===== src/rtl/tx_symbol_pacer.sv =====
// Symbol pacer: buffers 4D PAM5 vectors in a small FIFO and releases one per
// symbol period to the line driver, substituting idle symbols on underrun.
module tx_symbol_pacer #(
   parameter int SYMB_PERIOD = 4,
   parameter int FIFO_DEPTH  = 4
) (
   input  logic                          clock,
   input  logic                          reset,
   input  logic                          io_enable,
   input  logic                          io_flush,
   input  logic                          io_clear_status,
   input  logic                          io_tx_symb_vector_valid,
   output logic                          io_tx_symb_vector_ready,
   input  logic [2:0]                    io_tx_symb_vector_bits_0,
   input  logic [2:0]                    io_tx_symb_vector_bits_1,
   input  logic [2:0]                    io_tx_symb_vector_bits_2,
   input  logic [2:0]                    io_tx_symb_vector_bits_3,
   output logic                          io_symb_timer_done,
   output logic [2:0]                    io_line_a,
   output logic [2:0]                    io_line_b,
   output logic [2:0]                    io_line_c,
   output logic [2:0]                    io_line_d,
   output logic                          io_line_valid,
   output logic                          io_underrun,
   output logic                          io_code_error,
   output logic [$clog2(FIFO_DEPTH):0]   io_level
);

   localparam int AW = $clog2(FIFO_DEPTH);
   localparam int TW = (SYMB_PERIOD > 1) ? $clog2(SYMB_PERIOD) : 1;
   localparam logic [TW-1:0] TIMER_LAST = TW'(SYMB_PERIOD - 1);
   localparam logic [TW-1:0] TIMER_ZERO = TW'(0);
   localparam logic [TW-1:0] TIMER_ONE  = TW'(1);
   localparam logic [AW-1:0] PTR_ZERO   = AW'(0);
   localparam logic [AW-1:0] PTR_ONE    = AW'(1);
   localparam logic [AW:0]   CNT_ZERO   = (AW + 1)'(0);
   localparam logic [AW:0]   CNT_ONE    = (AW + 1)'(1);
   localparam logic [AW:0]   CNT_FULL   = (AW + 1)'(FIFO_DEPTH);

   // PAM5 codes 011, 100 and 101 have no symbol meaning; they go out as idle.
   function automatic logic pam5_illegal(input logic [2:0] code);
      case (code)
         3'b011, 3'b100, 3'b101: pam5_illegal = 1'b1;
         default:                pam5_illegal = 1'b0;
      endcase
   endfunction

   function automatic logic [2:0] pam5_sanitize(input logic [2:0] code);
      if (pam5_illegal(code)) begin
         pam5_sanitize = 3'b000;
      end else begin
         pam5_sanitize = code;
      end
   endfunction

   logic [11:0]   mem_q [FIFO_DEPTH];
   logic [AW-1:0] wr_ptr_q, wr_ptr_d;
   logic [AW-1:0] rd_ptr_q, rd_ptr_d;
   logic [AW:0]   count_q, count_d;
   logic [TW-1:0] timer_q, timer_d;
   logic [11:0]   line_q, line_d;
   logic          line_valid_q, line_valid_d;
   logic          done_q, done_d;
   logic          underrun_q, underrun_d;
   logic          code_error_q, code_error_d;

   logic          tick_s, push_s, pop_s, head_bad_s;
   logic [11:0]   head_s, head_clean_s, push_vec_s;

   assign push_vec_s   = {io_tx_symb_vector_bits_0, io_tx_symb_vector_bits_1,
                          io_tx_symb_vector_bits_2, io_tx_symb_vector_bits_3};
   assign head_s       = mem_q[rd_ptr_q];
   assign head_clean_s = {pam5_sanitize(head_s[11:9]), pam5_sanitize(head_s[8:6]),
                          pam5_sanitize(head_s[5:3]),  pam5_sanitize(head_s[2:0])};
   assign head_bad_s   = pam5_illegal(head_s[11:9]) | pam5_illegal(head_s[8:6]) |
                         pam5_illegal(head_s[5:3])  | pam5_illegal(head_s[2:0]);

   // Next-state logic for timer, FIFO bookkeeping, line outputs and sticky flags.
   always_comb begin
      tick_s  = io_enable && (timer_q == TIMER_LAST);
      push_s  = io_tx_symb_vector_valid && io_tx_symb_vector_ready && !io_flush;
      pop_s   = tick_s && (count_q != CNT_ZERO) && !io_flush;
      done_d  = tick_s;

      if (!io_enable) begin
         timer_d = TIMER_ZERO;
      end else if (tick_s) begin
         timer_d = TIMER_ZERO;
      end else begin
         timer_d = timer_q + TIMER_ONE;
      end

      if (io_flush) begin
         wr_ptr_d = PTR_ZERO;
         rd_ptr_d = PTR_ZERO;
         count_d  = CNT_ZERO;
      end else begin
         wr_ptr_d = push_s ? (wr_ptr_q + PTR_ONE) : wr_ptr_q;
         rd_ptr_d = pop_s  ? (rd_ptr_q + PTR_ONE) : rd_ptr_q;
         case ({push_s, pop_s})
            2'b10:   count_d = count_q + CNT_ONE;
            2'b01:   count_d = count_q - CNT_ONE;
            default: count_d = count_q;
         endcase
      end

      // Disabling the pacer idles the line immediately; otherwise it only moves on a tick.
      if (!io_enable) begin
         line_d       = 12'h000;
         line_valid_d = 1'b0;
      end else if (tick_s) begin
         line_d       = pop_s ? head_clean_s : 12'h000;
         line_valid_d = pop_s;
      end else begin
         line_d       = line_q;
         line_valid_d = line_valid_q;
      end

      if (tick_s && !pop_s) begin
         underrun_d = 1'b1;
      end else if (io_clear_status) begin
         underrun_d = 1'b0;
      end else begin
         underrun_d = underrun_q;
      end

      if (pop_s && head_bad_s) begin
         code_error_d = 1'b1;
      end else if (io_clear_status) begin
         code_error_d = 1'b0;
      end else begin
         code_error_d = code_error_q;
      end
   end

   // Control and output registers.
   always_ff @(posedge clock or posedge reset) begin
      if (reset) begin
         wr_ptr_q     <= PTR_ZERO;
         rd_ptr_q     <= PTR_ZERO;
         count_q      <= CNT_ZERO;
         timer_q      <= TIMER_ZERO;
         line_q       <= 12'h000;
         line_valid_q <= 1'b0;
         done_q       <= 1'b0;
         underrun_q   <= 1'b0;
         code_error_q <= 1'b0;
      end else begin
         wr_ptr_q     <= wr_ptr_d;
         rd_ptr_q     <= rd_ptr_d;
         count_q      <= count_d;
         timer_q      <= timer_d;
         line_q       <= line_d;
         line_valid_q <= line_valid_d;
         done_q       <= done_d;
         underrun_q   <= underrun_d;
         code_error_q <= code_error_d;
      end
   end

   // FIFO storage.
   always_ff @(posedge clock or posedge reset) begin
      if (reset) begin
         for (int i = 0; i < FIFO_DEPTH; i++) begin
            mem_q[i] <= 12'h000;
         end
      end else if (push_s) begin
         mem_q[wr_ptr_q] <= push_vec_s;
      end else begin
         mem_q[wr_ptr_q] <= mem_q[wr_ptr_q];
      end
   end

   assign io_tx_symb_vector_ready = (count_q != CNT_FULL);
   assign io_symb_timer_done      = done_q;
   assign io_line_a               = line_q[11:9];
   assign io_line_b               = line_q[8:6];
   assign io_line_c               = line_q[5:3];
   assign io_line_d               = line_q[2:0];
   assign io_line_valid           = line_valid_q;
   assign io_underrun             = underrun_q;
   assign io_code_error           = code_error_q;
   assign io_level                = count_q;

endmodule


===== config.mk =====
export PLATFORM = sky130hd
export DESIGN_NAME = tx_symbol_pacer
export DESIGN_NICKNAME = d
export VERILOG_FILES = /design/src/rtl/tx_symbol_pacer.sv
export SDC_FILE = /design/constraint.sdc
export NUM_CORES = 1
export LEC_CHECK = 0
export ABC_AREA = 0
export CORE_UTILIZATION = 40
export CTS_BUF_LIST = sky130_fd_sc_hd__clkbuf_8
export CTS_CLUSTER_DIAMETER = 40
export CTS_CLUSTER_SIZE = 8
export DETAILED_ROUTE_END_ITERATION = 6
export PLACE_DENSITY = 0.58
export SYNTH_ARGS = -nofsm -noshare
export SYNTH_HDL_FRONTEND = slang
export SYNTH_SLANG_ARGS = --single-unit

===== constraint.sdc =====
create_clock -name clock -period 2.3 [get_ports clock]
set_clock_uncertainty 0.15 [all_clocks]
set_input_delay 0.23 -clock clock [delete_from_list [all_inputs] [get_ports clock]]
set_output_delay 0.23 -clock clock [all_outputs]
set_load 0.05 [all_outputs]

==> results of run 1 <==
## registers in the layout, summed over array words and instances, names as in the netlist
signal	flops
timer_q	2
io_line_valid	1
mem_q	48
io_level	3
io_code_error	1
wr_ptr_q	2
io_underrun	1
io_symb_timer_done	1
line_q	12
rd_ptr_q	2
## path summary, 6_finish.rpt
path	startpoint	to	slack, ps	depth (start not counted)
setup / recovery	io_level[1]	io_level[1]	120	7
hold / removal	timer_q[0]	timer_q[0]	290	1
setup reg to reg	io_level[1]	io_level[1]	120	7
hold reg to reg	timer_q[0]	timer_q[0]	290	1
max in group asynchronous	reset	mem_q[47]	990	4
min in group asynchronous	reset	line_q[7]	540	3
## cells in the final DEF, fill, tap and decap left out, types with 9 or more instances in the layout
| cell type | Yosys | final |
|---|---|---|
| sky130_fd_sc_hd__dfrtp_1 | 73 | 71 |
| sky130_fd_sc_hd__nor2_1 | 53 | 53 |
| sky130_fd_sc_hd__mux2i_1 | 12 | 12 |
| sky130_fd_sc_hd__nand2b_1 | 9 | 9 |
| sky130_fd_sc_hd__mux4_2 | 20 | 20 |
| sky130_fd_sc_hd__a21oi_1 | 51 | 51 |
| sky130_fd_sc_hd__clkbuf_8 | 0 | 11 |
| sky130_fd_sc_hd__a32o_1 | 12 | 12 |
| sky130_fd_sc_hd__clkdlybuf4s50_1 | 0 | 36 |
| sky130_fd_sc_hd__buf_4 | 0 | 11 |
## cell usage after synthesis, drive strengths merged (2+ instances only)
library cell,count
nand2,5
dfrtp,73
xnor2,6
clkbuf,12
nand3,3
nand3b,4
o21ai,2
buf,5
nor2b,2
nor2,53
and2,2
mux2i,12
inv,6
a32o,12
nor3b,2
mux4,24
a21oi,51
nand2b,9
nor3,2
ha,5
## routing by layer
metal | vias up | GRT usage, % | routed length (um)
met2 | 53 | 29.6 | 3850
met1 | 1313 | 25.9 | 3900
li1 | 1209 | - | -
met4 | 0 | 8.60 | 174
met3 | 17 | 3.24 | 273
met5 | - | 0 | 0
## where the power goes
part	internal, mW	switching, mW
registers	1.69	0.298
logic	0.716	0.720
clock network	0.547	0.465
## per-stage QoR
step / setup slack [ps] / util, % / cells / setup TNS (ps)
finish: 121 / 51.0 / 463 / 0
global placement: 125 / 48.6 / 447 / 0
floorplan: -75.8 / - / 302 / -75.8
CTS: 114 / 50.9 / 463 / 0
detailed placement: 104 / 48.6 / 447 / 0
global route: 15.2 / 51.0 / 463 / 0
## layout make-up
type / instances / share of cell area (%)
Clock buffer: 11 / 3.39
Clock inverter: 4 / 1.01
Inverter: 6 / 0.588
Multi-Input combinational cell: 206 / 38.0
Sequential cell: 73 / 41.0
Tap cell: 108 / 3.03
Timing Repair Buffer: 55 / 13.0
## cells by family (layout without fill, tap and decap cells)
| family | Yosys count | in the layout | share of synthesized area, % |
|---|---|---|---|
| adders and majority gates | 6 | 6 | 2.27 |
| and+or+nand+nor | 84 | 84 | 10.8 |
| xor gates and xnor gates | 8 | 8 | 2.31 |
| muxes | 36 | 36 | 18.6 |
| buffers and inverters | 23 | 76 | 3.13 |
| DFF | 73 | 73 | 50.3 |
| AOI/OAI and AO/OA | 72 | 72 | 12.6 |
## critical path, cell delays in order, from the launching register on
cell and delay [ps]:
sky130_fd_sc_hd__dfrtp_1 440, sky130_fd_sc_hd__buf_4 170, sky130_fd_sc_hd__nor3b_2 270, sky130_fd_sc_hd__inv_2 120
sky130_fd_sc_hd__a21oi_1 220, sky130_fd_sc_hd__fa_1 440, sky130_fd_sc_hd__a21bo_2 200, sky130_fd_sc_hd__a21oi_1 60
## repair_timing
item,in CTS,in global routing
hold endpoints to repair,2,0
setup endpoints to repair,1,1
pin swaps,0,0
gates resized for setup,1,1
hold buffers,1,0
==> impl_metrics.py, run 1 <==
metrics = {
    "outcome": {
        "run_status": "finished clean",
    },
    "floorplan": {
        "top_level_ports": 38,
        "die_area_um2": 9470,
        "cell_row_count": 34,
        "die_wd_um": 97.3,
        "floorplan.initialDensity_pct": 41.5,
        "die-height_um": 97.3,
        "core_region_area_um2": 8760,
    },
    "yosys": {
        "fraction_of_the_yosys_area_taken_by_sequential_cells_pct": 50.3,
        "synth_top_cells_by_area": "sky130_fd_sc_hd__dfrtp_1, sky130_fd_sc_hd__mux4_2, sky130_fd_sc_hd__a21oi_1",
        "post_synth_instance_area_um2": 3630,
        "syn_nets": 326,
        "yosys_warnings": 0,
        "synthesis.instances": 302,
        "synth_edf_count": 0,
        "yosys_register_bits": 73,
        "synth_async_sr_flop_share_pct": 100,
        "ys.flop_type": "sky130_fd_sc_hd__dfrtp_1",
        "cell_type_contributing_the_most_total_cell_area_after_synthesis": "sky130_fd_sc_hd__dfrtp_1",
        "top_cell_type_s_share_of_synthesized_area_pct": 50.3,
        "ys_types": 39,
        "syn_avg_cell_area_um2": 12.0,
    },
    "sta": {
        "timing.final.setup_violations": 0,
        "max_freq_mhz": 459,
        "fin_crit_sh_pct": 94.7,
        "post-route-min-period_ps": 2180,
        "count_of_pins_over_their_slew_limit": 0,
        "max_slew_margin_pct": 37.8,
        "tightest_slew_ps": 929,
        "grt_setup_unrepaired": "false",
        "report.final.hold_viol_count": 0,
        "fin_hold_ws_ps": 293,
    },
    "cts": {
        "post_cts_buffers": 0,
        "ctsRootBufferMaster": "sky130_fd_sc_hd__clkbuf_8",
        "clock_latency_ps": 340,
        "clk_pin_slew_worst_paths_ps": 70,
        "deepest_level_of_the_cts_h_tree": 3,
        "clock_tree_from_tritoncts": "done",
        "clkSinkCount": 73,
        "cts.path.max_buffers": 2,
        "tritoncts.num_buffers": 9,
    },
    "drt": {
        "routed-via-count": 2592,
        "route.detailed.drc": 0,
        "route.detailed.vias_per_inst": 5.60,
        "postRouteWirelength_mm": 8.20,
        "remaining_number_of_nets_flagged_by_the_antenna_check_after_routing": 0,
        "first_iter_violations": 99,
        "post_drt_wl_per_cell_um": 17.7,
        "detail_route.first_pass.iterations": 5,
    },
    "grt": {
        "grt_start_max_net_pins": 46,
        "grt_pass1_wl_mm": 13.8,
        "grt_util_all_layers_pct": 18.9,
        "number_of_global_route_vias_before_repair": 2625,
        "antenna_found_initial": 0,
        "overflow": 0,
    },
    "setup_path": {
        "crit_fanout": 7,
        "timing.critical_path.from_type": "flop",
        "end_kind": "flop",
        "critPathKind": "flop to flop",
        "critPathRequiredTime_ps": 2380,
        "arrival_ps": 2260,
    },
    "cells_and_area": {
        "syn2layout_area_growth_pct": 22.9,
        "final_layout_size_suffix_gt1_share_pct": 16.6,
        "multi_input_area_um2": 1700,
        "antenna_cells": 0,
        "post-route-cell-area_um2": 4470,
        "filler_cell_count": 768,
        "regArea_um2": 1830,
        "num-nets-final": 375,
    },
    "place": {
        "gpl.final_weighted_congestion": 0.768,
        "port_buffers": 37,
        "dpl-instance-area_um2": 4260,
        "dpl.hpwl_mm": 5.47,
    },
    "hold_path": {
        "min_path_type": "flop to flop",
    },
    "power": {
        "power.static_leakage_nw": 1.77,
        "worst_ir_drop_vdd_mv": 0.300,
        "power_per_cell_area_nw_per_um2": 993,
        "report.power.total_mw": 4.43,
    },
    "run": {
        "maxCapViolCount": 0,
    },
}
(Power assumes the default switching activity.)
==> run 2, diff against run 1 <==
--- a/config.mk
+++ b/config.mk
@@ -12,6 +12,7 @@
 export CTS_CLUSTER_SIZE = 8
 export DETAILED_ROUTE_END_ITERATION = 6
 export PLACE_DENSITY = 0.58
+export SETUP_SLACK_MARGIN = 0.2
 export SYNTH_ARGS = -nofsm -noshare
 export SYNTH_HDL_FRONTEND = slang
 export SYNTH_SLANG_ARGS = --single-unit
==> impl_metrics.py, run 2 (synthesis gave the netlist of run 1 again) <==
metrics = {
    "floorplan": {
        "die_area_um2": 9470,
        "die_wd_um": 97.3,
        "cell_row_count": 34,
        "top_level_ports": 38,
        "die-height_um": 97.3,
        "floorplan.initialDensity_pct": 41.5,
        "core_region_area_um2": 8760,
    },
    "cells_and_area": {
        "syn2layout_area_growth_pct": 25.7,
        "mostFrequentLayoutCell": "sky130_fd_sc_hd__dfrtp_1",
        "num-nets-final": 379,
        "final_layout_size_suffix_gt1_share_pct": 20.8,
        "layout.cells.most_common_list": "sky130_fd_sc_hd__dfrtp_1, sky130_fd_sc_hd__nor2_1, sky130_fd_sc_hd__a21oi_1",
        "register_containing_the_most_flip_flops_in_the_final_layout": "mem_q",
        "number_of_flip_flops_in_the_largest_register": 48,
        "filler_cell_count": 782,
        "antenna_cells": 0,
    },
    "setup_path": {
        "crit_fanout": 6,
        "cp_slowest_cell": "sky130_fd_sc_hd__dfrtp_2",
        "r2r-start": "io_level[0]",
        "r2r_end": "io_level[2]",
        "arrival_ps": 2220,
        "critPathRequiredTime_ps": 2380,
        "worst_path_bufs_invs": 0,
        "critPathKind": "flop to flop",
        "path_cells": "o311a_1 -> nand2b_1 -> a21oi_1 -> fa_1 -> a211oi_2 -> o21ai_1 -> nor3b_2",
        "timing.critical_path.from_type": "flop",
        "reg2reg_setup_slack_ps": 160,
        "end_kind": "flop",
        "ff2ff_path_depth": 7,
        "critPathTopFamily": "compound AO/OA/AOI/OAI gates",
        "timing.critical_path.slowest_cell_delay_ps": 460,
    },
    "place": {
        "port_buffers": 37,
        "dpl.hpwl_mm": 5.46,
        "gpl.final_weighted_congestion": 0.773,
    },
    "grt": {
        "grt_start_max_net_pins": 41,
        "overflow": 0,
        "antenna_found_initial": 0,
        "grt_pass1_wl_mm": 13.4,
        "number_of_global_route_vias_before_repair": 2532,
        "grt_util_all_layers_pct": 18.3,
    },
    "hold_path": {
        "min_path_type": "primary input to asynchronous set/reset pin",
    },
    "sta": {
        "fin_crit_sh_pct": 93.0,
        "grt_setup_unrepaired": "true",
        "post-route-min-period_ps": 2140,
        "tightest_slew_ps": 944,
        "max_freq_mhz": 467,
        "setup_total_negative_slack_ps": 0,
        "count_of_pins_over_their_slew_limit": 0,
        "report.final.hold_viol_count": 0,
        "fin_hold_ws_ps": 132,
        "max_slew_margin_pct": 36.9,
        "timing.final.setup_violations": 0,
    },
    "outcome": {
        "run_status": "finished clean",
    },
    "cts": {
        "deepest_level_of_the_cts_h_tree": 3,
        "clk_pin_slew_worst_paths_ps": 80,
        "cts.path.max_buffers": 2,
        "clock_latency_ps": 340,
        "clkSinkCount": 73,
        "tritoncts.num_buffers": 9,
        "clock_tree_from_tritoncts": "done",
        "ctsRootBufferMaster": "sky130_fd_sc_hd__clkbuf_8",
        "cts_hold_buf": 0,
    },
    "power": {
        "worst_ir_drop_vdd_mv": 0.385,
        "power_per_cell_area_nw_per_um2": 1050,
        "power.static_leakage_nw": 1.82,
    },
    "drt": {
        "remaining_number_of_nets_flagged_by_the_antenna_check_after_routing": 0,
        "first_iter_violations": 108,
        "post_drt_wl_per_cell_um": 17.4,
        "postRouteWirelength_mm": 8.14,
        "route.detailed.drc": 0,
        "route.detailed.vias_per_inst": 5.52,
        "detail_route.first_pass.iterations": 4,
        "routed-via-count": 2584,
    },
    "run": {
        "maxCapViolCount": 0,
    },
}
-- run 2: timing repair --
item                                    in CTS  in global routing
setup buffers                                3                  2
hold endpoints to repair                     0                  0
gates resized for setup                      3                  7
endpoints found under the setup margin       3                  4
pin swaps                                    0                  1
-- run 2: worst max path at each step --
stage	from	endpoint	slack, ps	cells after the start
2_1_floorplan	io_level[2]	io_level[2]	50	7
3_3_place_gp	io_enable	io_level[2]	140	8
3_5_place_dp	io_enable	io_level[2]	100	8
4_1_cts	io_level[1]	io_level[2]	210	7
5_1_grt	io_level[2]	io_level[2]	50	7
6_report	io_level[0]	io_level[2]	160	7
-- run 2: metal layers --
layer | wire [um] | GRT usage, % | up-vias
met5 | 0 | 0 | -
met4 | 93 | 5.77 | 0
met3 | 294 | 3.60 | 8
met2 | 3780 | 28.5 | 52
met1 | 3970 | 26.1 | 1308
li1 | - | - | 1216
-- run 2: where the power goes --
part	leakage (nW)	switching, mW	internal (mW)
registers	0.833	0.295	1.69
logic	0.847	0.725	0.723
clock network	0.140	0.472	0.888
-- run 2: metrics by stage --
stage	util [%]	total power, mW	std cells	worst slack, ps	area [um2]
final	52.1	4.79	468	161	4570
after global routing	52.1	5.09	468	50.6	4570
after CTS	52.0	4.82	466	205	4560
after detailed placement	48.6	3.44	447	95.4	4260
after global placement	48.6	3.39	447	140	4260
after floorplan	-	3.02	302	49.6	3640
-- run 2: worst register-to-register path, cell delays in order (launching register included) --
cell	delay, ps
sky130_fd_sc_hd__dfrtp_2	460
sky130_fd_sc_hd__o311a_1	370
sky130_fd_sc_hd__nand2b_1	100
sky130_fd_sc_hd__a21oi_1	60
sky130_fd_sc_hd__fa_1	410
sky130_fd_sc_hd__a211oi_2	240
sky130_fd_sc_hd__o21ai_1	110
sky130_fd_sc_hd__nor3b_2	150
-- run 2: layout make-up --
type	count	area (um2)	share of cell area, %
clock buffer	11	151	3.32
clock inverter	5	125	2.74
inverter	6	26.3	0.575
multi-input combinational	206	1690	37.1
sequential	73	1830	40.1
tap	108	135	2.96
timing repair buffer	59	606	13.3
